**config.mk**
```make
export PLATFORM = sky130hd
export DESIGN_NAME = sram_axi_rr
export DESIGN_NICKNAME = d
export VERILOG_FILES = /design/src/rtl/sram_axi_rr.sv
export SDC_FILE = /design/constraint.sdc
export NUM_CORES = 1
export LEC_CHECK = 0
export BUFFER_PORTS_ARGS = -buffer_cell sky130_fd_sc_hd__buf_2
export CORE_ASPECT_RATIO = 0.8
export CORE_MARGIN = 2
export CORE_UTILIZATION = 31
export DETAILED_ROUTE_END_ITERATION = 6
export HOLD_SLACK_MARGIN = 0.15
export PLACE_DENSITY = 0.57
export SKIP_LAST_GASP = 1
export SYNTH_ARGS = -nofsm -noshare
export SYNTH_HDL_FRONTEND = slang
export SYNTH_SLANG_ARGS = --single-unit
```
**constraint.sdc**
```tcl
create_clock -name a_clk -period 3.77 [get_ports a_clk]
set_input_delay 0.1885 -clock a_clk [delete_from_list [all_inputs] [get_ports a_clk]]
set_output_delay 0.1885 -clock a_clk [all_outputs]
set_load 0.02 [all_outputs]
```
**src/rtl/sram_axi_rr.sv**
```systemverilog
// AXI4-Lite slave to single-port SRAM bridge with read/write arbitration and
// credit-guarded read-return FIFO so returning read data can never overflow it.
module sram_axi_rr #(
    parameter int ADDR_WIDTH    = 18,
    parameter int DATA_WIDTH    = 16,
    parameter int RD_FIFO_DEPTH = 4,
    parameter int ARB_MODE      = 0
) (
    input  logic                    a_clk,
    input  logic                    a_rst,
    input  logic                    aw_valid,
    output logic                    aw_ready,
    input  logic [ADDR_WIDTH-1:0]   aw_addr,
    input  logic                    w_valid,
    output logic                    w_ready,
    input  logic [DATA_WIDTH-1:0]   w_data,
    input  logic [DATA_WIDTH/8-1:0] w_strb,
    output logic                    b_valid,
    input  logic                    b_ready,
    output logic [1:0]              b_resp,
    input  logic                    ar_valid,
    output logic                    ar_ready,
    input  logic [ADDR_WIDTH-1:0]   ar_addr,
    output logic                    r_valid,
    input  logic                    r_ready,
    output logic [DATA_WIDTH-1:0]   r_data,
    output logic [1:0]              r_resp,
    output logic                    sram_req,
    input  logic                    sram_ready,
    output logic                    sram_rd,
    output logic [ADDR_WIDTH-1:0]   sram_addr,
    output logic [DATA_WIDTH/8-1:0] sram_be,
    output logic [DATA_WIDTH-1:0]   sram_wr_data,
    input  logic                    sram_rd_data_vld,
    input  logic [DATA_WIDTH-1:0]   sram_rd_data,
    output logic                    rd_error
);
    localparam int BW = DATA_WIDTH / 8;
    localparam int PW = $clog2(RD_FIFO_DEPTH);
    localparam int CW = PW + 1;

    typedef enum logic {IDLE, BUSY} state_t;

    state_t                state_q, state_d;
    logic                  last_rd_q, last_rd_d;
    logic                  b_pending_q, b_pending_d;
    logic                  b_valid_q, b_valid_d;
    logic                  sram_req_q, sram_req_d;
    logic                  sram_rd_q, sram_rd_d;
    logic [ADDR_WIDTH-1:0] sram_addr_q, sram_addr_d;
    logic [BW-1:0]         sram_be_q, sram_be_d;
    logic [DATA_WIDTH-1:0] sram_wr_data_q, sram_wr_data_d;
    logic [CW-1:0]         credits_q, credits_d;
    logic [CW-1:0]         rd_inflight_q, rd_inflight_d;
    logic [CW-1:0]         count_q, count_d;
    logic [PW-1:0]         wr_ptr_q, wr_ptr_d;
    logic [PW-1:0]         rd_ptr_q, rd_ptr_d;
    logic [DATA_WIDTH-1:0] mem_q [RD_FIFO_DEPTH];
    logic [DATA_WIDTH-1:0] mem_d [RD_FIFO_DEPTH];
    logic                  rd_error_q, rd_error_d;

    logic b_hs, r_hs, wr_ok, rd_ok, grant_wr, grant_rd, sram_done, push;

    always_comb begin
        b_hs      = b_valid_q & b_ready;
        r_hs      = (count_q != '0) & r_ready;
        // A write may be granted in the very cycle its predecessor's B response retires.
        wr_ok     = aw_valid & w_valid & ~(b_pending_q & ~b_hs);
        rd_ok     = ar_valid & (credits_q != '0);
        grant_wr  = 1'b0;
        grant_rd  = 1'b0;
        if (state_q == IDLE) begin
            if (rd_ok && wr_ok) begin
                if (ARB_MODE == 1 || !last_rd_q) grant_rd = 1'b1;
                else                             grant_wr = 1'b1;
            end else begin
                grant_rd = rd_ok;
                grant_wr = wr_ok;
            end
        end
        sram_done = (state_q == BUSY) & sram_ready;
        push      = sram_rd_data_vld & (rd_inflight_q != '0);
    end

    always_comb begin
        state_d        = state_q;
        last_rd_d      = last_rd_q;
        sram_req_d     = sram_req_q;
        sram_rd_d      = sram_rd_q;
        sram_addr_d    = sram_addr_q;
        sram_be_d      = sram_be_q;
        sram_wr_data_d = sram_wr_data_q;
        b_pending_d    = b_pending_q;
        b_valid_d      = b_valid_q;
        wr_ptr_d       = wr_ptr_q;
        rd_ptr_d       = rd_ptr_q;
        mem_d          = mem_q;

        if (grant_wr) begin
            state_d        = BUSY;
            last_rd_d      = 1'b0;
            sram_req_d     = 1'b1;
            sram_rd_d      = 1'b0;
            sram_addr_d    = aw_addr;
            sram_be_d      = w_strb;
            sram_wr_data_d = w_data;
        end else if (grant_rd) begin
            state_d     = BUSY;
            last_rd_d   = 1'b1;
            sram_req_d  = 1'b1;
            sram_rd_d   = 1'b1;
            sram_addr_d = ar_addr;
            sram_be_d   = '1;
        end else if (sram_done) begin
            state_d    = IDLE;
            sram_req_d = 1'b0;
        end

        if (b_hs)                     b_valid_d   = 1'b0;
        if (sram_done && !sram_rd_q)  b_valid_d   = 1'b1;
        if (b_hs)                     b_pending_d = 1'b0;
        if (grant_wr)                 b_pending_d = 1'b1;

        if (push) begin
            mem_d[wr_ptr_q] = sram_rd_data;
            wr_ptr_d        = wr_ptr_q + PW'(1);
        end
        if (r_hs) rd_ptr_d = rd_ptr_q + PW'(1);

        credits_d     = credits_q - CW'(grant_rd) + CW'(r_hs);
        rd_inflight_d = rd_inflight_q + CW'(sram_done & sram_rd_q) - CW'(push);
        count_d       = count_q + CW'(push) - CW'(r_hs);
        // Data with nothing in flight (e.g. a read abandoned by reset) is dropped and flagged.
        rd_error_d    = rd_error_q | (sram_rd_data_vld & (rd_inflight_q == '0));
    end

    always_ff @(posedge a_clk or posedge a_rst) begin
        if (a_rst) begin
            state_q        <= IDLE;
            last_rd_q      <= 1'b0;
            sram_req_q     <= 1'b0;
            sram_rd_q      <= 1'b0;
            sram_addr_q    <= '0;
            sram_be_q      <= '0;
            sram_wr_data_q <= '0;
            b_pending_q    <= 1'b0;
            b_valid_q      <= 1'b0;
            credits_q      <= CW'(RD_FIFO_DEPTH);
            rd_inflight_q  <= '0;
            count_q        <= '0;
            wr_ptr_q       <= '0;
            rd_ptr_q       <= '0;
            rd_error_q     <= 1'b0;
            for (int i = 0; i < RD_FIFO_DEPTH; i++) mem_q[i] <= '0;
        end else begin
            state_q        <= state_d;
            last_rd_q      <= last_rd_d;
            sram_req_q     <= sram_req_d;
            sram_rd_q      <= sram_rd_d;
            sram_addr_q    <= sram_addr_d;
            sram_be_q      <= sram_be_d;
            sram_wr_data_q <= sram_wr_data_d;
            b_pending_q    <= b_pending_d;
            b_valid_q      <= b_valid_d;
            credits_q      <= credits_d;
            rd_inflight_q  <= rd_inflight_d;
            count_q        <= count_d;
            wr_ptr_q       <= wr_ptr_d;
            rd_ptr_q       <= rd_ptr_d;
            rd_error_q     <= rd_error_d;
            mem_q          <= mem_d;
        end
    end

    assign aw_ready     = grant_wr;
    assign w_ready      = grant_wr;
    assign ar_ready     = grant_rd;
    assign b_valid      = b_valid_q;
    assign b_resp       = 2'b00;
    assign r_valid      = (count_q != '0);
    assign r_data       = mem_q[rd_ptr_q];
    assign r_resp       = 2'b00;
    assign sram_req     = sram_req_q;
    assign sram_rd      = sram_rd_q;
    assign sram_addr    = sram_addr_q;
    assign sram_be      = sram_be_q;
    assign sram_wr_data = sram_wr_data_q;
    assign rd_error     = rd_error_q;
endmodule
```
# Word level (Yosys, flattened, before mapping)
# Index checks and enable logic that the tools add are counted.
# totals
register_bits,118
in_bits,79
elab_cells,79
# op_classes
n_addsub,8
n_lt_le_gt_ge,3
muxes,24
bitwise,15
reduce_logical,12
# op_table
cell,n
$bwmux W64,1
$mux W16,3
$mux W18,2
$bmux W16 S2,1
$demux W16 S2,1
$mux W1,14
$reduce_bool A3 Y1,4
$and A1 B1 Y1,10
$add A3 B1 Y3,3
$sub A3 B1 Y3,3
$ge A3 B3 Y1 const B,2
$not A2 Y3,2
$reduce_bool A2 Y1,3
$add A2 B1 Y2 const B,2
$mux W2,2
$logic_and A1 B1 Y1,3
$logic_not A3 Y1,1
$lt A3 B1 Y1 const B,1
$not A1 Y1,2
$logic_not A1 Y1,1
$or A1 B1 Y1,1

# Depth between registers and ports, before layout
# logic_depth
depth_word,10
depth_mapped,10
ltp_nobuf,9

# Worst setup path before layout
# No wires, ideal clock.
# synth_timing
path_kind,register to register
startpoint,register sram_req (netlist name)
endpoint,register credits_q[2]
setup_ns,0.075
arrival_ns,2.539
required_ns,3.695
path_slack_ns,1.156
stages_incl_launch_ff,11
period_less_slack_ns,2.614
cell_sequence,dfrtp_1 and3b_1 and2_4 mux2_4 buf_6 ha_1 inv_1 ha_1 fa_1 xnor2_1 xnor2_1
# synth_rtl
element,line_no,rtl
"end signal, assigned",148,credits_q <= CW'(RD_FIFO_DEPTH);
"end signal, assigned",165,credits_q <= credits_d;
"end, declared",53,"logic [CW-1:0] credits_q, credits_d;"

==> flow_metrics.tcl <==
set metrics [dict create \
    status "complete, no violations" \
    grt_pass1_vias 4105 \
    async_reset_ff_share_pct 100 \
    grt_pass1_wl_um 20100 \
    crit_type "flop to flop" \
    die-area_um2 17900 \
    dr_total_vias 3691 \
    fill_cells 1490 \
    yosysTopAreaCell "dfrtp_1" \
    drv_cap 0 \
    grt.overflow.total 0 \
    clkPwrFrac_pct 25.7 \
    dieHeight_um 120 \
    power_leakage_uw 0.00348 \
    cts_root_buf "clkbuf_16" \
    drtAntennaViolNets 0 \
    syn2layout_area_growth_pct 44.2 \
    synth_edf_count 0 \
    portBuffers 138 \
    synthTopCellsByArea "dfrtp_1 (56%), mux2_2 (17%), mux4_2 (6.9%), inv_1 (2.6%), ha_1 (2.4%)" \
    tritoncts "built" \
    finalNetCount 673 \
    clock_path_buffers 2 \
    io_pins 143 \
    ir_worst_vdd_uv 378 \
    drtIter0Drc 152 \
    antenna_found_initial 0 \
    synth_compound_area_share_pct 5.89 \
    drive_gt1_share_pct 49.0 \
    synthCells 361 \
    clk_pin_slew_ns 0.05 \
    endpoint_kind "flop" \
    hpwl_um 7800 \
    ys_types 39 \
    power_switching_uw 2390 \
    hold_class "input port to flop" \
    numCtsBuffers 17 \
    htree_levels 4 \
    synthSimpleGateAreaFrac_pct 2.70 \
    wirelength_um 12100 \
    internal_power_uw 4620 \
    tns_ns 0 \
    hold_ws_ns 0.218 \
    wl_per_cell_um 14.9 \
    synthMuxAreaShare_pct 24.4 \
    synth-xor-area-share_pct 1.51 \
    p_per_area_nw_per_um2 929 \
    fin_worst_skew_ns 0.0117 \
    n_antenna_cell 0 \
    gp_congestion 0.754 \
    core-area_um2 16600 \
    seqPwrFrac_pct 33.2 \
    synthFlopType "dfrtp_1" \
    synth_common_cells "dfrtp_1 (117), mux2_2 (78), inv_1 (36)" \
    synth_top_family_by_area "multiplexers" \
    syn_area_per_cell_um2 14.5 \
    post_cts_resized 0 \
    slew_headroom_pct 24.3 \
    hold_violations 0 \
    clk_latency_ns 0.41 \
    yosysWarnings 0 \
    synthAdderAreaFrac_pct 3.54 \
    worst_pin_slew_ns 1.14 \
    die_x_um 149 \
    rsz0062_at_grt "no" \
    setup_viol 0 \
    swShare_pct 34.1 \
    syn_area_um2 5230 \
    ys_seq_elements 118 \
    yosysMostFrequentCell "dfrtp_1" \
    start_util_pct 31.6 \
    drt_pass1_iterations 4 \
    slew_viol_final 0 \
    gr-usage-all-layers_pct 14.5 \
    yosysSeqAreaShare_pct 56.5 \
    power_uw 7010 \
    max_freq_ghz 0.376 \
    p_comb_share_pct 41.1 \
    worstPathRequired_ns 4.10 \
    final_core_util_pct 45.6 \
    cts.sinks 118 \
    via_per_inst 4.53 \
    timing.final.crit_period_ns 2.66 \
    rows 42 \
    synth_top_area_share_pct 56.0 \
    worst-path-max-fanout 20 \
    min_period_over_period_pct 70.5 \
    startpoint_type "flop" \
    grt_max_degree 92 \
    drcViolationCount 0 \
    cp_data_arrival_time_ns 2.99 \
]
sequential cells by signal, summed over array words and instances (netlist names), 3 cells and up:
signal and cells:
credits_q 3, count_q 3, rd_inflight_q 3, mem_q 64
sram_wr_data 16, sram_addr 18
power groups by stage:
stage	Sequential, uW	Combinational (uW)	Clock, uW
6_report	2330	2880	1800
5_1_grt	2420	3130	1920
4_1_cts	2330	2920	1850
3_5_place_dp	2350	2700	0
3_3_place_gp	2310	2620	0
2_1_floorplan	2440	1800	0
worst max-delay path, stage by stage, from the launching register on:
cell	delay, ns
dfrtp_1	0.43
and3b_1	0.33
and2_4	0.17
mux2_4	0.42
ha_1	0.32
inv_1	0.04
ha_1	0.17
fa_1	0.38
xnor2_1	0.18
xnor2_1	0.14
per-layer routing:
| layer | track usage, % | wire length, um | vias up | part of all wire, % |
|---|---|---|---|---|
| li1 | - | - | 1712 | - |
| met2 | 24.1 | 6220 | 86 | 51 |
| met5 | 0 | 0 | - | 0 |
| met1 | 17.5 | 5130 | 1874 | 42 |
| met3 | 4.30 | 554 | 19 | 4.6 |
| met4 | 6.19 | 220 | 0 | 1.8 |
placed cells by master, fill, tap and decap left out, types with 3 or more instances in the layout:
| cell type | synthesis | final |
|---|---|---|
| clkbuf_16 | 0 | 17 |
| dfrtp_1 | 117 | 117 |
| nand2_1 | 5 | 5 |
| dlygate4sd3_1 | 0 | 76 |
| a21oi_2 | 9 | 9 |
| bufinv_16 | 0 | 5 |
| o22ai_1 | 19 | 19 |
| nor2_1 | 3 | 3 |
| mux2_2 | 78 | 78 |
| buf_2 | 5 | 138 |
| clkbuf_8 | 0 | 3 |
| nand2_4 | 3 | 3 |
| inv_1 | 36 | 35 |
| fa_1 | 3 | 3 |
| mux4_2 | 16 | 16 |
| conb_1 | 1 | 4 |
| clkinvlp_4 | 0 | 4 |
| a21oi_1 | 9 | 9 |
| ha_1 | 10 | 10 |
| xnor2_1 | 9 | 9 |
| buf_4 | 8 | 4 |
metrics by stage:
| step | setup slack, ns | cells | instance area (um^2) |
|---|---|---|---|
| after floorplan | 0.454 | 364 | 5240 |
| after global placement | 1.19 | 706 | 6120 |
| after detailed placement | 1.10 | 706 | 6120 |
| after CTS | 1.10 | 814 | 7540 |
| after global routing | 0.991 | 814 | 7540 |
| final | 1.11 | 814 | 7540 |
repair_timing:
| item | CTS | global route |
|---|---|---|
| hold buffers | 76 | 0 |
| buffers inserted | 0 | 0 |
| hold endpoints to repair | 193 | 0 |
logic make-up after synthesis:
kind of cell             count (synthesis)
flip-flops                             118
buffers and inverters                   57
AND/OR/NAND/NOR                         21
other                                    1
AO/OA/AOI/OAI                           45
adder cells (fa/ha/maj)                 13
multiplexers                            97
XOR/XNOR                                 9
final cells by class:
type / count / area (um^2) / area share [%]
inverter: 37 / 144 / 1.91
multi-input combinational: 189 / 2020 / 26.8
clock buffer: 20 / 467 / 6.19
tap: 220 / 275 / 3.65
sequential: 118 / 2950 / 39.2
clock inverter: 12 / 199 / 2.64
timing repair buffer: 218 / 1480 / 19.6
path summary, 6_finish.rpt:
kind,from,endpoint,slack [ns],depth (start not counted)
min in group asynchronous,a_rst,sram_wr_data[1]$_DFFE_PP0N_,0.61,3
max reg2reg,sram_req$_DFFE_PP0P_,credits_q[2]$_DFF_PP1_,1.11,9
min reg2reg,rd_error$_DFF_PP0_,rd_error$_DFF_PP0_,0.47,1
max,sram_req$_DFFE_PP0P_,credits_q[2]$_DFF_PP1_,1.11,9
max in group asynchronous,a_rst,mem_q[23]$_DFFE_PP0P_,2.16,4
min,ar_valid,sram_rd$_DFFE_PP0P_,0.22,5
No activity file was read; power rests on OpenSTA's default activity.
